## src/rtl/scmp_op_dispatch.sv

```systemverilog
// scmp_op_dispatch: byte-stream to instruction-record dispatch FIFO; `SCMP_OP_DISPATCH_STATS_EN enables the FETCH-dispatch counter
package scmp_op_dispatch_pkg;
  typedef enum logic [3:0] {
    UCLBL_FETCH, UCLBL_XAE, UCLBL_ST, UCLBL_LD, UCLBL_LDE,
    UCLBL_ILD, UCLBL_DLD, UCLBL_JMP, UCLBL_XPAL, UCLBL_XPAH
  } NEXTPC_t;
endpackage

module scmp_op_dispatch
  import scmp_op_dispatch_pkg::*;
#(
  parameter int DEPTH       = 4,
  parameter int UNDEF_CNT_W = 16
) (
  input  logic                       clk,
  input  logic                       rst,
  input  logic                       flush,
  input  logic                       in_valid,
  output logic                       in_ready,
  input  logic [7:0]                 in_data,
  output logic                       dq_valid,
  input  logic                       dq_ready,
  output logic [7:0]                 dq_op,
  output logic [7:0]                 dq_disp,
  output logic                       dq_2byte,
  output NEXTPC_t                    dq_pc,
  output logic [$clog2(DEPTH+1)-1:0] level,
  output logic [UNDEF_CNT_W-1:0]     undef_cnt
);
  localparam int AW = $clog2(DEPTH);
  localparam int LW = $clog2(DEPTH+1);

  typedef enum logic {S_OP, S_DISP} state_t;

  state_t        state;
  logic [7:0]    op_q;
  logic [7:0]    mem_op   [DEPTH];
  logic [7:0]    mem_disp [DEPTH];
  NEXTPC_t       mem_pc   [DEPTH];
  logic [AW-1:0] wr_ptr, rd_ptr;
  logic [LW-1:0] count;
  logic          full, acc, push, pop;
  logic [7:0]    rec_op, rec_disp;
  NEXTPC_t       rec_pc;

  assign full     = count == LW'(DEPTH);
  assign in_ready = !full;
  assign acc      = in_valid && !full;
  assign push     = acc && (state == S_DISP || !in_data[7]);
  assign pop      = dq_ready && count != '0;
  assign rec_op   = state == S_DISP ? op_q : in_data;
  assign rec_disp = state == S_DISP ? in_data : 8'h00;

  // first-match decode; CC (immediate) deliberately falls through ST to LD
  always_comb begin
    rec_pc = UCLBL_FETCH;
    casez (rec_op)
      8'b0000_0001: rec_pc = UCLBL_XAE;
      8'b1100_1100: rec_pc = UCLBL_LD;
      8'b1100_1???: rec_pc = UCLBL_ST;
      8'b11??_????: rec_pc = UCLBL_LD;
      8'b01??_?000: rec_pc = UCLBL_LDE;
      8'b1010_10??: rec_pc = UCLBL_ILD;
      8'b1011_10??: rec_pc = UCLBL_DLD;
      8'b1001_????: rec_pc = UCLBL_JMP;
      8'b0011_00??: rec_pc = UCLBL_XPAL;
      8'b0011_01??: rec_pc = UCLBL_XPAH;
      default:      rec_pc = UCLBL_FETCH;
    endcase
  end

  always_ff @(posedge clk) begin
    if (rst || flush) begin
      state  <= S_OP;
      op_q   <= 8'h00;
      wr_ptr <= '0;
      rd_ptr <= '0;
      count  <= '0;
    end else begin
      if (acc) state <= state == S_OP && in_data[7] ? S_DISP : S_OP;
      if (acc && state == S_OP) op_q <= in_data;
      if (push) wr_ptr <= wr_ptr + 1'b1;
      if (pop) rd_ptr <= rd_ptr + 1'b1;
      count <= count + LW'(push) - LW'(pop);
    end
  end

  always_ff @(posedge clk) begin
    if (push) begin
      mem_op[wr_ptr]   <= rec_op;
      mem_disp[wr_ptr] <= rec_disp;
      mem_pc[wr_ptr]   <= rec_pc;
    end
  end

  assign dq_valid = count != '0;
  assign dq_op    = mem_op[rd_ptr];
  assign dq_disp  = mem_disp[rd_ptr];
  assign dq_pc    = mem_pc[rd_ptr];
  assign dq_2byte = dq_op[7];
  assign level    = count;

`ifdef SCMP_OP_DISPATCH_STATS_EN
  always_ff @(posedge clk) begin
    if (rst) undef_cnt <= '0;
    else if (push && !flush && rec_pc == UCLBL_FETCH && !(&undef_cnt)) undef_cnt <= undef_cnt + 1'b1;
  end
`else
  assign undef_cnt = '0;
`endif
endmodule
```

## config.mk

```make
export PLATFORM = sky130hd
export DESIGN_NAME = scmp_op_dispatch
export DESIGN_NICKNAME = d
export VERILOG_FILES = /design/src/rtl/scmp_op_dispatch.sv
export SDC_FILE = /design/constraint.sdc
export NUM_CORES = 1
export LEC_CHECK = 0
export ABC_AREA = 1
export CORE_AREA = 4 4 115 73
export DETAILED_ROUTE_END_ITERATION = 10
export DIE_AREA = 0 0 119 77
export PLACE_DENSITY_LB_ADDON = 0.25
export SKIP_LAST_GASP = 1
export SYNTH_ARGS = -nofsm -noshare
export SYNTH_HDL_FRONTEND = slang
export SYNTH_SLANG_ARGS = --single-unit
```

## constraint.sdc

```tcl
create_clock -name clk -period 6.8 [get_ports clk]
set_input_delay 1.36 -clock clk [delete_from_list [all_inputs] [get_ports clk]]
set_output_delay 1.36 -clock clk [all_outputs]
set_load 0.01 [all_outputs]
```

==> results of run 1 <==
-- power groups by stage --
stage          clock (W)  sequential (W)  combinational (W)
2_1_floorplan          0        0.000684          0.0000749
3_3_place_gp           0        0.000686           0.000116
3_5_place_dp           0        0.000686           0.000119
4_1_cts         0.000485        0.000673           0.000119
5_1_grt         0.000507        0.000674           0.000132
6_report        0.000477        0.000673           0.000119
-- registers in the layout, summed over array words and instances (netlist names), named ones only --
signal	flops
rd_ptr	2
state	1
mem_disp	32
op_q	8
mem_op	32
mem_pc	16
wr_ptr	2
level	3
-- worst min path at each step --
stage	startpoint	to	slack (ns)	depth (start not counted)
2_1_floorplan	op_q[0]$_SDFFE_PP0P_	op_q[0]$_SDFFE_PP0P_	0.43	2
5_1_grt	op_q[6]$_SDFFE_PP0P_	op_q[6]$_SDFFE_PP0P_	0.49	2
4_1_cts	op_q[0]$_SDFFE_PP0P_	op_q[0]$_SDFFE_PP0P_	0.46	2
6_report	op_q[0]$_SDFFE_PP0P_	op_q[0]$_SDFFE_PP0P_	0.46	2
3_3_place_gp	op_q[0]$_SDFFE_PP0P_	op_q[0]$_SDFFE_PP0P_	0.44	2
3_5_place_dp	op_q[0]$_SDFFE_PP0P_	op_q[0]$_SDFFE_PP0P_	0.45	2
-- layout make-up --
type / instances / area (um2) / share of cell area, %
sequential: 98 / 2760 / 56.0
multi-input combinational: 248 / 1180 / 23.9
inverter: 41 / 154 / 3.12
timing repair buffer: 43 / 418 / 8.48
clock inverter: 7 / 61.3 / 1.24
tap: 104 / 130 / 2.64
clock buffer: 9 / 225 / 4.57
-- worst register-to-register path: cells and delay by family (launching register included) --
family          cells  cell delay, ns
buf+inv             4            0.46
compound gates      2            0.23
fa+ha+maj           3            0.82
flops               1            0.82
simple gates        2            0.37
-- per-layer routing --
metal,up-vias,wire length [um]
met1,1362,3970
met5,-,0
met4,0,116
met2,101,3600
li1,1416,-
met3,11,764
-- metrics by stage --
step | std cells | power (W)
finish | 550 | 0.00127
global route | 550 | 0.00131
CTS | 550 | 0.00128
detailed placement | 534 | 0.000805
global placement | 534 | 0.000801
floorplan | 421 | 0.000759
-- cells by family after synthesis --
kind of cell	share of synthesized area (%)
adder cells (fa/ha/maj)	2.24
AND/OR/NAND/NOR	12.4
AO/OA/AOI/OAI	11.5
flip-flops	65.1
other	0.0884
buffers and inverters	8.43
XOR/XNOR	0.206
-- synth_stat cells --
| library cell | n | area share [%] |
|---|---|---|
| edfxtp_1 | 80 | 57 |
| nand2_2 | 1 | 0.15 |
| o21bai_1 | 1 | 0.18 |
| buf_4 | 20 | 3.5 |
| nand4_1 | 2 | 0.29 |
| conb_1 | 1 | 0.088 |
| nand3_1 | 7 | 0.83 |
| xnor2_1 | 1 | 0.21 |
| o22ai_1 | 20 | 2.9 |
| inv_2 | 1 | 0.088 |
| fa_1 | 1 | 0.47 |
| ha_1 | 6 | 1.8 |
| clkbuf_1 | 13 | 1.2 |
| o211ai_1 | 1 | 0.18 |
| a21oi_1 | 13 | 1.5 |
| nand2_1 | 61 | 5.4 |
| dfxtp_1 | 18 | 8.5 |
| nor2_1 | 62 | 5.5 |
| nor3_2 | 1 | 0.24 |
| a21boi_0 | 1 | 0.18 |
| o21ai_0 | 51 | 6.0 |
| buf_2 | 1 | 0.12 |
| a21boi_2 | 1 | 0.27 |
| o21ai_1 | 2 | 0.24 |
| inv_1 | 40 | 3.5 |
==> results.py, run 1 <==
metrics = {
    "run_status": {
        "status": "complete, no violations",
    },
    "drt": {
        "wirelength_um": 8460,
        "vias": 2890,
        "drt-initial-drc-count": 273,
        "drc_errors": 0,
        "ant_nets": 0,
        "drt-pass1-iter-count": 4,
        "wl_per_cell_um": 15.4,
        "post_drt_via_cell_ratio": 5.25,
    },
    "pwr": {
        "combPwrFrac_pct": 9.4,
        "power.leakage_nw": 1.91,
        "peakVddDrop_mv": 0.123,
        "pwr-share-seq_pct": 53.0,
        "cell_internal_pwr_w": 0.000968,
        "power.density_nw_per_um2": 257,
        "pwr-share-clk_pct": 37.6,
        "switchingPower_w": 0.000301,
        "sw_frac_of_total_pct": 23.7,
    },
    "die": {
        "die_h_um": 77,
        "die_x_um": 119,
        "core_area_um2": 7240,
        "start_util_pct": 58.6,
        "rows": 24,
        "die_area_um2": 9160,
        "ios": 55,
    },
    "layout": {
        "layout-drive-gt1-share_pct": 5.61,
        "antenna_cells": 0,
        "final_nets": 461,
        "final_cell_mix": "80 x edfxtp_1, 62 x nor2_1, 61 x nand2_1",
        "fillers": 536,
        "final_common_cell": "edfxtp_1",
        "final_cell_area_um2": 4930,
        "area_growth_pct": 16.2,
        "fin_util_pct": 68.1,
    },
    "clock_tree": {
        "ctsRootBufferMaster": "clkbuf_16",
        "clkTransAtPathRegs_ns": 0.07,
        "cts_setup_buffers": 0,
        "hold_buffers": 0,
        "clock_latency_ns": 0.34,
        "htree_levels": 3,
        "numCtsBuffers": 9,
        "clockBufferDepth": 2,
        "clock_sinks": 98,
        "cts_tree": "done",
        "post_cts_resized": 0,
    },
    "global_route": {
        "grt_pass1_wl_um": 13800,
        "busiest_layer": "met2",
        "grt_util_all_layers_pct": 19.5,
        "grt_use_met1_pct": 28.0,
        "antenna_found_initial": 0,
        "grt_max_degree": 42,
        "overflow": 0,
        "use_met3_pct": 5.81,
        "grt_pass1_vias": 2656,
        "grt.met2_usage_pct": 28.6,
    },
    "worst_setup_path": {
        "cp_slowest_cell": "inv_1",
        "crit_end": "dq_op[5]",
        "cp.depth": 5,
        "path_buf_inv": 3,
        "path_cells": "buf_4 -> inv_1 -> o21ai_0 -> o22ai_1 -> clkdlybuf4s50_1",
        "crit_type": "flip-flop to output pin",
        "crit_path_max_fanout": 41,
        "required_ns": 5.44,
        "r2r_end": "level[2]$_SDFF_PP0_",
        "r2r_cells": 11,
        "rrSetupSlack_ns": 4.04,
        "max_stage_delay_ns": 0.84,
        "critical-path-top-delay-family": "buffers and inverters",
        "r2r-start": "state$_SDFFE_PP0P_",
        "crit_path_end_kind": "output pin",
        "startpoint_type": "flip-flop",
        "arrival_ns": 2.78,
    },
    "sta": {
        "drv_slew": 0,
        "hold_viol": 0,
        "worst_pin_slew_ns": 1.09,
        "period_minus_slack_ns": 4.14,
        "setup_ws_ns": 2.66,
        "fin_worst_skew_ns": 0.00717,
        "fmax_mhz": 241,
        "grt_setup_unrepaired": "false",
        "setup_tns_ns": 0,
        "post-route-period-util_pct": 60.9,
        "setup_violations": 0,
        "hold_ws_ns": 0.456,
        "worst_slew_margin_rel_pct": 27.4,
    },
    "placement": {
        "gp_congestion": 0.831,
        "io_buffers": 38,
        "post-dp-hpwl_um": 5650,
        "pre_cts_ws_ns": 3.05,
        "placed_area_um2": 4640,
    },
    "job": {
        "cap_violations": 0,
    },
    "synthesis": {
        "synth.avg_cell_area_um2": 10.5,
        "ys_seq_elements": 98,
        "yosysUniqueCellTypes": 25,
        "netlist_area_um2": 4240,
        "synth_warnings": 0,
        "yosysSeqAreaShare_pct": 65.1,
        "syn_inst": 406,
    },
    "hold_path": {
        "worstHoldPathType": "flip-flop to flip-flop",
    },
}
No activity file was read; power rests on OpenSTA's default activity.
==> run 2, diff against run 1 <==
CORE_AREA = 4 4 126 80   (was 4 4 115 73)
DIE_AREA = 0 0 130 84   (was 0 0 119 77)
clock period = 3.8 ns   (was 6.8 ns; I/O delays follow)
==> run 2 against run 1 <==
Clock skew down 0.0025 ns; cell area up 0.79%; count of clock-buffer cells in the layout up 1; core utilization down 12 points; combinational power up 86%; flip-flop and latch count unchanged; largest cell class unchanged; die area up 19%; final cell count up 3.3%; first-iteration DRC count up 12%; power up 75%; global-route usage down 1.3 points; sequential power up 78%.
==> results.py, run 2 (synthesized netlist as in run 1, its figures left out) <==
metrics = {
    "layout": {
        "fillers": 776,
        "final_cell_mix": "80 x edfxtp_1, 61 x nor2_1, 61 x nand2_1",
        "layout-drive-gt1-share_pct": 6.42,
        "final_common_cell": "edfxtp_1",
        "final_nets": 467,
        "area_growth_pct": 17.1,
        "antenna_cells": 0,
        "top_regs": "mem_disp x32, mem_op x32, mem_pc x16",
    },
    "die": {
        "rows": 27,
        "die_x_um": 130,
        "die_area_um2": 10900,
        "die_h_um": 84,
        "core_area_um2": 8920,
        "start_util_pct": 47.6,
        "ios": 55,
    },
    "hold_path": {
        "worstHoldPathType": "flip-flop to flip-flop",
    },
    "global_route": {
        "grt_pass1_vias": 2816,
        "overflow": 0,
        "grt_pass1_wl_um": 15000,
        "grt_util_all_layers_pct": 18.1,
        "grt_max_degree": 41,
        "antenna_found_initial": 0,
    },
    "sta": {
        "setup_tns_ns": 0,
        "post-route-period-util_pct": 81.9,
        "hold_viol": 0,
        "worst_slew_margin_rel_pct": 45.0,
        "drv_slew": 0,
        "hold_ws_ns": 0.465,
        "grt_setup_unrepaired": "false",
        "period_minus_slack_ns": 3.11,
        "fmax_mhz": 321,
        "setup_violations": 0,
        "worst_pin_slew_ns": 0.822,
        "fin_worst_skew_ns": 0.00462,
    },
    "worst_setup_path": {
        "crit_path_end_kind": "output pin",
        "crit_path_max_fanout": 21,
        "rrSetupSlack_ns": 1.43,
        "required_ns": 3.04,
        "startpoint_type": "flip-flop",
        "crit_type": "flip-flop to output pin",
        "arrival_ns": 2.35,
    },
    "placement": {
        "gp_congestion": 0.860,
        "post-dp-hpwl_um": 6130,
        "io_buffers": 38,
    },
    "drt": {
        "wirelength_um": 9140,
        "drt-pass1-iter-count": 5,
        "vias": 2887,
        "drc_errors": 0,
        "ant_nets": 0,
        "post_drt_via_cell_ratio": 5.08,
        "drt-initial-drc-count": 307,
        "wl_per_cell_um": 16.1,
    },
    "clock_tree": {
        "post_cts_resized": 0,
        "hold_buffers": 0,
        "clock_sinks": 98,
        "clkTransAtPathRegs_ns": 0.06,
        "htree_levels": 3,
        "cts_setup_buffers": 0,
        "clock_latency_ns": 0.34,
        "ctsRootBufferMaster": "clkbuf_16",
        "cts_tree": "done",
        "clockBufferDepth": 2,
        "numCtsBuffers": 9,
    },
    "pwr": {
        "power.leakage_nw": 1.93,
        "peakVddDrop_mv": 0.239,
        "power.density_nw_per_um2": 448,
    },
    "run_status": {
        "status": "complete, no violations",
    },
    "job": {
        "cap_violations": 0,
    },
}
-- run 2: cell types whose count changed in the layout (fill, tap and decap cells not counted) --
cell,change
inv_8,-2
clkinv_2,+1
clkbuf_1,+1
inv_6,-1
nor2_1,-1
nor2_2,+1
clkinv_1,+2
clkinv_4,-1
buf_4,+6
-- run 2: where the power goes --
group,internal (W),total (W),switching (W)
Combinational,0.0000864,0.000221,0.000134
Clock,0.000438,0.000802,0.000365
Sequential,0.00119,0.00120,0.0000101
Total,0.00172,0.00223,0.000509
-- run 2: worst max-delay path, cell delays in order (launching register included) --
cell and delay [ns]:
dfxtp_1 0.29, buf_4 0.20, inv_1 0.50, o21ai_0 0.20, o22ai_1 0.22, clkdlybuf4s50_1 0.58
-- run 2: final cells by class --
cell class                      instances  area (um2)  share of cell area, %
Tap cell                              116         145                   2.92
Sequential cell                        98        2760                   55.6
Timing Repair Buffer                   49         463                   9.32
Multi-Input combinational cell        248        1180                   23.8
Inverter                               41         154                   3.10
Clock buffer                           10         229                   4.61
Clock inverter                          6        33.8                  0.680
-- run 2: final timing paths --
kind | start | endpoint | cells past startpoint
worst max-delay path | flip-flop | dq_op[7] | 5
worst min-delay path | op_q[7]$_SDFFE_PP0P_ | op_q[7]$_SDFFE_PP0P_ | 2
worst max register to register | state$_SDFFE_PP0P_ | level[2]$_SDFF_PP0_ | 12
worst min register to register | op_q[7]$_SDFFE_PP0P_ | op_q[7]$_SDFFE_PP0P_ | 2
-- run 2: routing by layer --
metal / wire (um) / part of all wire (%) / global-route usage (%) / vias up
li1: - / - / - / 1423
met5: 0 / 0 / 0 / -
met1: 4490 / 49 / 26.1 / 1376
met3: 432 / 4.7 / 4.48 / 11
met4: 110 / 1.2 / 5.47 / 0
met2: 4110 / 45 / 27.2 / 77
-- run 2: per-stage QoR --
stage | instance area [um2] | util, % | cells | worst slack, ns | power (W)
floorplan | 4300 | - | 421 | 1.34 | 0.00136
global placement | 4710 | 52.8 | 552 | 0.869 | 0.00144
detailed placement | 4710 | 52.8 | 552 | 0.786 | 0.00145
CTS | 4970 | 55.7 | 568 | 0.613 | 0.00225
global route | 4970 | 55.7 | 568 | 0.466 | 0.00231
finish | 4970 | 55.7 | 568 | 0.687 | 0.00223
==> run 3, diff against run 2 <==
clock period = 2.5 ns   (was 3.8 ns; I/O delays follow)
==> run 3 against run 2 <==
Sequential share of layout area fell by 1.5 points; largest cell class unchanged; clock power rose by 68%; hold slack improved by 0.0033 ns; core utilization rose by 1.6 points; critical endpoint unchanged.
==> results.py, run 3 (synthesized netlist as in run 1, its figures left out) <==
metrics = {
    "run_status": {
        "status": "complete, no violations",
    },
    "worst_setup_path": {
        "r2r_cells": 11,
        "path_cells": "buf_6 -> o21ai_0 -> o22ai_1 -> clkdlybuf4s50_1",
        "crit_path_end_kind": "output pin",
        "crit_type": "flip-flop to output pin",
        "arrival_ns": 1.86,
        "required_ns": 2.00,
        "startpoint_type": "flip-flop",
        "max_stage_delay_ns": 0.59,
        "cp.depth": 4,
        "critical-path-top-delay-family": "buffers and inverters",
        "crit_path_max_fanout": 18,
        "path_buf_inv": 2,
        "cp_slowest_cell": "clkdlybuf4s50_1",
    },
    "pwr": {
        "pwr-share-clk_pct": 38.4,
        "pwr-share-seq_pct": 51.8,
        "sw_frac_of_total_pct": 22.5,
        "power.leakage_nw": 2.00,
        "p_total_w": 0.00353,
        "cell_internal_pwr_w": 0.00273,
        "power.density_nw_per_um2": 689,
        "peakVddDrop_mv": 0.395,
        "combPwrFrac_pct": 9.9,
        "switchingPower_w": 0.000795,
    },
    "sta": {
        "setup_violations": 0,
        "worst_slew_margin_rel_pct": 59.5,
        "hold_viol": 0,
        "period_minus_slack_ns": 2.36,
        "worst_pin_slew_ns": 0.605,
        "drv_slew": 0,
        "fin_worst_skew_ns": 0.00514,
        "fmax_mhz": 424,
        "grt_setup_unrepaired": "false",
        "setup_tns_ns": 0,
        "post-route-period-util_pct": 94.3,
    },
    "die": {
        "die_h_um": 84,
        "start_util_pct": 47.6,
        "rows": 27,
        "die_area_um2": 10900,
        "die_x_um": 130,
        "core_area_um2": 8920,
        "ios": 55,
    },
    "global_route": {
        "overflow": 0,
        "grt_util_all_layers_pct": 16.9,
        "antenna_found_initial": 0,
        "grt_max_degree": 24,
        "grt_pass1_wl_um": 13800,
        "grt_pass1_vias": 2676,
    },
    "placement": {
        "gp_congestion": 0.784,
        "post-dp-hpwl_um": 6200,
        "io_buffers": 38,
        "placed_area_um2": 4810,
    },
    "clock_tree": {
        "clock_sinks": 98,
        "numCtsBuffers": 9,
        "clockBufferDepth": 2,
        "clkTransAtPathRegs_ns": 0.06,
        "ctsRootBufferMaster": "clkbuf_16",
        "htree_levels": 3,
        "hold_buffers": 0,
        "cts_tree": "done",
        "clock_latency_ns": 0.34,
        "cts_setup_buffers": 0,
    },
    "layout": {
        "final_nets": 477,
        "layout-drive-gt1-share_pct": 9.52,
        "final_cell_area_um2": 5110,
        "area_growth_pct": 20.6,
        "final_common_cell": "edfxtp_1",
        "top_regs": "mem_disp x32, mem_op x32, mem_pc x16",
        "final_cell_mix": "80 x edfxtp_1, 61 x nor2_1, 61 x nand2_1",
        "antenna_cells": 0,
    },
    "drt": {
        "drt-pass1-iter-count": 4,
        "ant_nets": 0,
        "vias": 2895,
        "post_drt_via_cell_ratio": 5.01,
        "wl_per_cell_um": 15.2,
        "drc_errors": 0,
        "wirelength_um": 8810,
        "drt-initial-drc-count": 211,
    },
    "job": {
        "cap_violations": 0,
    },
    "hold_path": {
        "worstHoldPathType": "flip-flop to flip-flop",
        "whs_path_depth": 2,
    },
}
==> run 3: cell count changes in the layout (fill, tap and decap cells not counted), sizes merged <==
cell    before  now
clkinv       5    3
inv         41   42
buf         11   21
bufinv       0    1
==> run 3: power groups by stage <==
stage	registers [W]	logic, W	clock network, W
6_report	0.00183	0.000348	0.00135
5_1_grt	0.00183	0.000386	0.00144
4_1_cts	0.00183	0.000350	0.00137
3_5_place_dp	0.00186	0.000348	0
3_3_place_gp	0.00186	0.000343	0
2_1_floorplan	0.00186	0.000204	0
==> run 3: final cells by class <==
cell class	count	area (um2)
Multi-Input combinational cell	248	1180
Inverter	41	156
Timing Repair Buffer	59	571
Tap cell	116	145
Clock buffer	10	229
Clock inverter	6	65.1
Fill cell	774	3800
Sequential cell	98	2770
==> run 3: what timing repair did <==
action                                  4_1_cts  5_1_grt
gates cloned                                  0        0
pin swaps                                     0        0
gates resized for setup                       2        5
endpoints found under the setup margin       13        8
==> run 3: worst paths after layout <==
check | start | endpoint | slack (ns)
max | flip-flop | dq_op[7] | 0.14
max reg2reg | level[1]$_SDFF_PP0_ | level[2]$_SDFF_PP0_ | 0.48
min reg2reg | op_q[0]$_SDFFE_PP0P_ | op_q[0]$_SDFFE_PP0P_ | 0.47
min | op_q[0]$_SDFFE_PP0P_ | op_q[0]$_SDFFE_PP0P_ | 0.47
==> run 3: metrics by stage <==
stage | hold WS (ns) | worst slack [ns] | cells | utilization, %
global route | 0.493 | 0.0324 | 578 | 57.4
global placement | 0.444 | 0.0760 | 562 | 53.9
CTS | 0.470 | 0.0419 | 578 | 57.2
floorplan | 0.430 | 0.249 | 421 | -
detailed placement | 0.460 | 0.0571 | 562 | 53.9
finish | 0.468 | 0.142 | 578 | 57.4
==> run 3: routing by layer <==
layer	track usage, %	vias to the layer above	part of all wire [%]
met5	0	-	0
met1	24.4	1364	49
met4	3.77	0	1.0
li1	-	1447	-
met2	25.0	77	44
met3	5.18	7	6.5
==> run 3: worst register-to-register path, delay by kind of cell (launching register included) <==
kind,cells,cell delay [ns]
buffers and inverters,3,0.18
DFF,1,0.44
adders and majority gates,3,0.76
AOI/OAI and AO/OA,3,0.37
and+or+nand+nor,2,0.20
